File: src/rtl/graph_mem_pkg.sv
// graph_mem_arbiter shared types.
// Kinds, tag bundle, default latency.
package graph_mem_pkg;

  typedef enum logic {
    KIND_IDX  = 1'b0,
    KIND_EDGE = 1'b1
  } req_kind_t;

  localparam int MEM_LATENCY_DEFAULT = 2;
  localparam int TAG_ID_W = 8;

  typedef struct packed {
    logic                valid;
    logic [TAG_ID_W-1:0] id;
  } tag_t;

endpackage

File: src/rtl/graph_mem_arbiter_rr_pick.sv
// Rotating-priority one-hot picker.
// First set bit at or after ptr wins.
module rr_pick #(
  parameter int N  = 4,
  parameter int IW = (N > 1) ? $clog2(N) : 1
) (
  input  logic [N-1:0]  req,
  input  logic [IW-1:0] ptr,
  output logic [N-1:0]  gnt,
  output logic [IW-1:0] idx,
  output logic          any
);

  logic [IW-1:0] j;

  always_comb begin
    gnt = '0;
    idx = '0;
    any = 1'b0;
    j   = '0;
    for (int k = 0; k < N; k++) begin
      j = IW'((int'(ptr) + k) % N);
      if (!any && req[j]) begin
        any    = 1'b1;
        gnt[j] = 1'b1;
        idx    = j;
      end
    end
  end

endmodule

File: src/rtl/graph_mem_arbiter.sv
// Round-robin arbiter sharing graph_memory
// read ports among graph processors.
module graph_mem_arbiter
  import graph_mem_pkg::*;
#(
  parameter int NUM_REQ     = 4,
  parameter int PROC_BITS   = 4,
  parameter int MEM_LATENCY = MEM_LATENCY_DEFAULT
) (
  input  logic                      clk_in,
  input  logic                      rst_in,
  input  logic [NUM_REQ-1:0]        req_valid_in,
  input  logic [NUM_REQ-1:0]        req_kind_in,
  input  logic [NUM_REQ-1:0][31:0]  req_addr_in,
  output logic [NUM_REQ-1:0]        req_ready_out,
  output logic [NUM_REQ-1:0]        resp_valid_out,
  output logic [NUM_REQ-1:0][31:0]  resp_data_out,
  output logic [31+PROC_BITS:0]     idx_addr_out,
  output logic                      idx_valid_out,
  output logic [31+PROC_BITS:0]     data_addra_out,
  output logic [31+PROC_BITS:0]     data_addrb_out,
  output logic                      data_validina_out,
  output logic                      data_validinb_out,
  input  logic [31:0]               rowidx_in,
  input  logic [31:0]               data_a_in,
  input  logic [31:0]               data_b_in
);

  localparam int IW = (NUM_REQ > 1) ?
                      $clog2(NUM_REQ) : 1;
  localparam int AW = 32 + PROC_BITS;

  logic [NUM_REQ-1:0] idx_req;
  logic [NUM_REQ-1:0] edge_req;
  logic [NUM_REQ-1:0] b_req;
  logic [NUM_REQ-1:0] idx_gnt;
  logic [NUM_REQ-1:0] a_gnt;
  logic [NUM_REQ-1:0] b_gnt;
  logic [IW-1:0]      idx_ptr;
  logic [IW-1:0]      data_ptr;
  logic [IW-1:0]      b_ptr;
  logic [IW-1:0]      idx_win;
  logic [IW-1:0]      a_win;
  logic [IW-1:0]      b_win;
  logic               idx_any;
  logic               a_any;
  logic               b_any;

  tag_t [2:0][MEM_LATENCY:0] pipe;
  tag_t [2:0]                new_tag;
  logic [2:0][31:0]          ch_data;
  logic [NUM_REQ-1:0]        rv_d;
  logic [NUM_REQ-1:0][31:0]  rd_d;

  function automatic logic [IW-1:0] inc(
    input logic [IW-1:0] p
  );
    return (int'(p) == NUM_REQ - 1) ?
           '0 : p + IW'(1);
  endfunction

  function automatic logic [AW-1:0] maddr(
    input logic [IW-1:0] w
  );
    return {PROC_BITS'(w), req_addr_in[w]};
  endfunction

  always_comb begin
    idx_req  = '0;
    edge_req = '0;
    for (int i = 0; i < NUM_REQ; i++) begin
      if (req_valid_in[i]) begin
        if (req_kind_t'(req_kind_in[i]) == KIND_EDGE)
          edge_req[i] = 1'b1;
        else
          idx_req[i] = 1'b1;
      end
    end
  end

  rr_pick #(.N(NUM_REQ), .IW(IW)) u_idx (
    .req (idx_req),
    .ptr (idx_ptr),
    .gnt (idx_gnt),
    .idx (idx_win),
    .any (idx_any)
  );

  rr_pick #(.N(NUM_REQ), .IW(IW)) u_ea (
    .req (edge_req),
    .ptr (data_ptr),
    .gnt (a_gnt),
    .idx (a_win),
    .any (a_any)
  );

  // B searches after the A winner, so B is empty whenever A is
  assign b_req = edge_req & ~a_gnt;
  assign b_ptr = inc(a_win);

  rr_pick #(.N(NUM_REQ), .IW(IW)) u_eb (
    .req (b_req),
    .ptr (b_ptr),
    .gnt (b_gnt),
    .idx (b_win),
    .any (b_any)
  );

  assign req_ready_out = rst_in ? '0 :
                         (idx_gnt | a_gnt | b_gnt);

  assign ch_data = {data_b_in, data_a_in, rowidx_in};

  always_comb begin
    new_tag[0] = '{valid: idx_any,
                   id: TAG_ID_W'(idx_win)};
    new_tag[1] = '{valid: a_any,
                   id: TAG_ID_W'(a_win)};
    new_tag[2] = '{valid: b_any,
                   id: TAG_ID_W'(b_win)};
  end

  always_comb begin
    rv_d = '0;
    rd_d = resp_data_out;
    for (int r = 0; r < NUM_REQ; r++) begin
      for (int c = 0; c < 3; c++) begin
        if (pipe[c][MEM_LATENCY].valid &&
            pipe[c][MEM_LATENCY].id ==
            TAG_ID_W'(r)) begin
          rv_d[r] = 1'b1;
          rd_d[r] = ch_data[c];
        end
      end
    end
  end

  always_ff @(posedge clk_in or posedge rst_in) begin
    if (rst_in) begin
      idx_ptr           <= '0;
      data_ptr          <= '0;
      idx_addr_out      <= '0;
      data_addra_out    <= '0;
      data_addrb_out    <= '0;
      idx_valid_out     <= 1'b0;
      data_validina_out <= 1'b0;
      data_validinb_out <= 1'b0;
      pipe              <= '0;
      resp_valid_out    <= '0;
      resp_data_out     <= '0;
    end else begin
      if (idx_any) begin
        idx_ptr      <= inc(idx_win);
        idx_addr_out <= maddr(idx_win);
      end
      if (b_any)
        data_ptr <= inc(b_win);
      else if (a_any)
        data_ptr <= inc(a_win);
      if (a_any)
        data_addra_out <= maddr(a_win);
      if (b_any)
        data_addrb_out <= maddr(b_win);
      idx_valid_out     <= idx_any;
      data_validina_out <= a_any;
      data_validinb_out <= b_any;
      for (int c = 0; c < 3; c++) begin
        pipe[c][0] <= new_tag[c];
        for (int s = 1; s <= MEM_LATENCY; s++)
          pipe[c][s] <= pipe[c][s-1];
      end
      resp_valid_out <= rv_d;
      resp_data_out  <= rd_d;
    end
  end

endmodule

File: config.mk
export PLATFORM = sky130hd
export DESIGN_NAME = graph_mem_arbiter
export DESIGN_NICKNAME = d
export VERILOG_FILES = /design/src/rtl/graph_mem_pkg.sv /design/src/rtl/graph_mem_arbiter_rr_pick.sv /design/src/rtl/graph_mem_arbiter.sv
export SDC_FILE = /design/constraint.sdc
export NUM_CORES = 1
export LEC_CHECK = 0
export ABC_CLOCK_PERIOD_IN_PS = 22500
export BUFFER_PORTS_ARGS = -buffer_cell sky130_fd_sc_hd__buf_4
export CORE_UTILIZATION = 45
export CTS_CLUSTER_SIZE = 14
export DETAILED_ROUTE_END_ITERATION = 6
export GPL_ROUTABILITY_DRIVEN = 0
export MAX_ROUTING_LAYER = met4
export PLACE_DENSITY = 0.71
export SYNTH_ARGS = -nofsm -noshare
export SYNTH_HDL_FRONTEND = slang
export SYNTH_HIERARCHICAL = 1
export SYNTH_SLANG_ARGS = --single-unit
File: constraint.sdc
create_clock -name clk_in -period 22.5 [get_ports clk_in]
set_input_delay 4.5 -clock clk_in [delete_from_list [all_inputs] [get_ports clk_in]]
set_output_delay 4.5 -clock clk_in [all_outputs]
set_load 0.05 [all_outputs]
==> out/metrics.yaml <==
route:
  viasPerCell: 6.41
  drt-total-wl_um: 59300
  ant_nets: 0
  drt-initial-drc-count: 1249
  drc: 0
  routedWlPerCell_um: 26.7
  firstDrtPassIters: 6
  num_vias: 14216
floorplanning:
  die_h_um: 189
  core_um2: 34500
  start_util_pct: 45.6
  die-area_um2: 35600
  io_pins: 481
  fp-row-count: 68
  die_w_um: 189
sta:
  max_freq_mhz: 69.9
  finalClockSkew_ns: 0.0134
  tightest_slew_ns: 1.21
  post-route-period-util_pct: 63.6
  rsz0062_at_grt: "false"
  fin_setup_tns_ns: 0
  final_max_slew_viol_count: 0
  timing.hold.ws_ns: 0.344
  max_slew_margin_pct: 19.1
  final_period_minus_worst_setup_slack_ns: 14.30
  setup_violations: 0
  hold_viol_final: 0
clock_network:
  cts_hold_buf: 0
  h-tree-depth: 1
  clk_path_buf_depth: 3
  insertion_delay_ns: 0.57
  clockRootBuffer: "clkbuf_16"
  clock-sinks: 265
  cts.repair.resized: 0
  clkSlewWorstSetupHoldPaths_ns: 0.06
  cts_buffers: 31
  post_cts_buffers: 0
  tritoncts: "built"
logic_synthesis:
  synth_compound_area_share_pct: 19.5
  synthTopCellsByArea: "dfrtp_1 (42%), mux4_2 (15%), mux2_2 (7.7%), o21ai_0 (6.7%), a221oi_1 (5.5%)"
  yosysWarnings: 6
  synthAdderAreaFrac_pct: 1.43
  netlist_instances: 1338
  syn-cell-area_um2: 15700
  synth-seq-cells: 265
  synth-edff-count: 0
  synthMuxAreaShare_pct: 23.8
  yosys.area_share.simple_pct: 8.26
  yosysTopAreaCell: "dfrtp_1"
  synth_ff_type: "dfrtp_1"
  synthXorXnorAreaFrac_pct: 0
  synth_top_family_by_area: "multiplexers"
  synth_top_area_share_pct: 42.2
  postSynth.asyncResetShare_pct: 100
  synth.distinct_cells: 45
  seq_area_frac_synth_pct: 42.2
  synth.avg_cell_area_um2: 11.7
global_routing:
  grt_pass1_vias: 14614
  gr-total-overflow: 0
  grt_pass1_wl_um: 89000
  antenna_found_initial: 2
  grt_max_degree: 161
  grtUsageTotal_pct: 33.7
setup_path:
  slowest_delay_ns: 0.90
  cp_data_required_time_ns: 18.00
  endpoint_kind: "primary output"
  cp-start-kind: "primary input"
  critical_path_class: "in -> out"
  cp_slowest_cell: "nor2_1"
  crit_fanout: 35
  path_cells: "buf_4, and2_1, mux4_2, nor4b_4, nor2_1, a32o_2, buf_4, ha_1, nor2_1, inv_1, ha_1, mux4_2, nor4b_4, a22oi_1, o21ai_0, nor3_1, nor2_1, buf_4"
  worst_ep_arrival_time_ns: 9.80
  rr_worst_depth: 18
final_layout:
  fillers: 2808
  register_area_um2: 6630
  fin_util_pct: 59.8
  layout_commonest_cell: "buf_4"
  nNetsFinal: 1992
  final_cell_mix: "buf_4 (503), dfrtp_1 (264), o21ai_0 (209), mux2_2 (108), mux4_2 (102)"
  drive_gt1_share_pct: 46.5
  multi_input_area_um2: 8430
  syn_to_final_growth_pct: 31.2
placement:
  dpl.hpwl_um: 39000
  numPortBuffers: 474
run_status:
  status: "completed"
min_path:
  hp-class: "reg -> reg"
  holdPathStages: 0
run:
  maxCapViolations: 0
## layer usage
metal / part of all wire [%] / vias up / global-route usage [%] / wire, µm
met1: 36 / 7057 / 40.2 / 21600
met2: 48 / 940 / 53.7 / 28400
met5: 0 / - / - / 0
li1: - / 6002 / - / -
met4: 5.9 / 0 / 17.8 / 3470
met3: 9.9 / 217 / 7.23 / 5860
## registers in the layout, summed over array words and instances, names as in the netlist
name / flops
data_addrb_out: 34
pipe: 27
resp_valid_out: 4
data_addra_out: 34
data_ptr: 2
idx_ptr: 2
resp_data_out: 128
idx_addr_out: 34
## layout make-up
| class | instances | area share, % |
|---|---|---|
| antenna | 2 | 0.0243 |
| clock buffer | 39 | 4.16 |
| clock inverter | 16 | 1.22 |
| inverter | 12 | 0.255 |
| multi-input combinational | 926 | 40.9 |
| sequential | 265 | 32.2 |
| tap | 455 | 2.76 |
| timing repair buffer | 504 | 18.4 |
## logic make-up (layout without fill, tap and decap cells)
family	Yosys count	in the layout
adder cells (fa/ha/maj)	18	18
other	1	8
multiplexers	223	223
buffers and inverters	152	571
AO/OA/AOI/OAI	438	438
AND/OR/NAND/NOR	241	241
flip-flops	265	265
## through the flow
step | instance area [µm²] | cells | setup slack (ns)
after global routing | 20600 | 2219 | 7.80
after global placement | 19500 | 2162 | 8.41
after detailed placement | 19500 | 2162 | 8.16
after floorplan | 15700 | 1343 | 9.33
after CTS | 20600 | 2217 | 8.16
final | 20600 | 2219 | 8.20
## cell usage after synthesis, types with 2 or more instances
| cell | number |
|---|---|
| dfrtp_1 | 265 |
| o21ai_0 | 209 |
| mux2_2 | 108 |
| mux4_2 | 102 |
| nand2_1 | 100 |
| a221oi_1 | 98 |
| clkbuf_1 | 84 |
| nor2b_1 | 42 |
| and2_1 | 36 |
| o21ai_1 | 32 |
| o2bb2ai_1 | 32 |
| a221oi_2 | 28 |
| a22oi_1 | 24 |
| buf_2 | 24 |
| ha_1 | 18 |
| buf_4 | 16 |
| nor2_1 | 16 |
| inv_1 | 12 |
| buf_6 | 10 |
| mux2i_1 | 7 |
| nand3_1 | 7 |
| nor3_1 | 7 |
| buf_1 | 6 |
| mux4_1 | 6 |
| nand3b_1 | 6 |
| nand2b_1 | 5 |
| a32o_1 | 3 |
| and2b_2 | 3 |
| and3_1 | 3 |
| and3b_1 | 3 |
| nor4_1 | 3 |
| nor4b_4 | 3 |
| o211ai_1 | 3 |
| o31ai_1 | 3 |
| a211oi_1 | 2 |
| o221ai_1 | 2 |
| or3b_1 | 2 |
## worst max-delay path, delay by kind of cell
kind | cells | cell delay [ns]
simple gates | 7 | 2.22
mux | 2 | 1.09
buf+inv | 4 | 0.79
fa+ha+maj | 2 | 0.68
compound gates | 3 | 0.48
## final timing paths
kind                                 from            endpoint  slack (ns)
max                        req_kind_in[3]    req_ready_out[0]        8.20
min                               pipe[1]            pipe[10]        0.34
max reg2reg                   data_ptr[0]  data_addrb_out[12]       15.23
min reg2reg                       pipe[1]            pipe[10]        0.34
max in group asynchronous          rst_in            pipe[19]       17.04
min in group asynchronous          rst_in   resp_data_out[71]        4.06
Power is not shown: default switching activity piles up to over one toggle a cycle in this logic, so the estimate is an artifact.
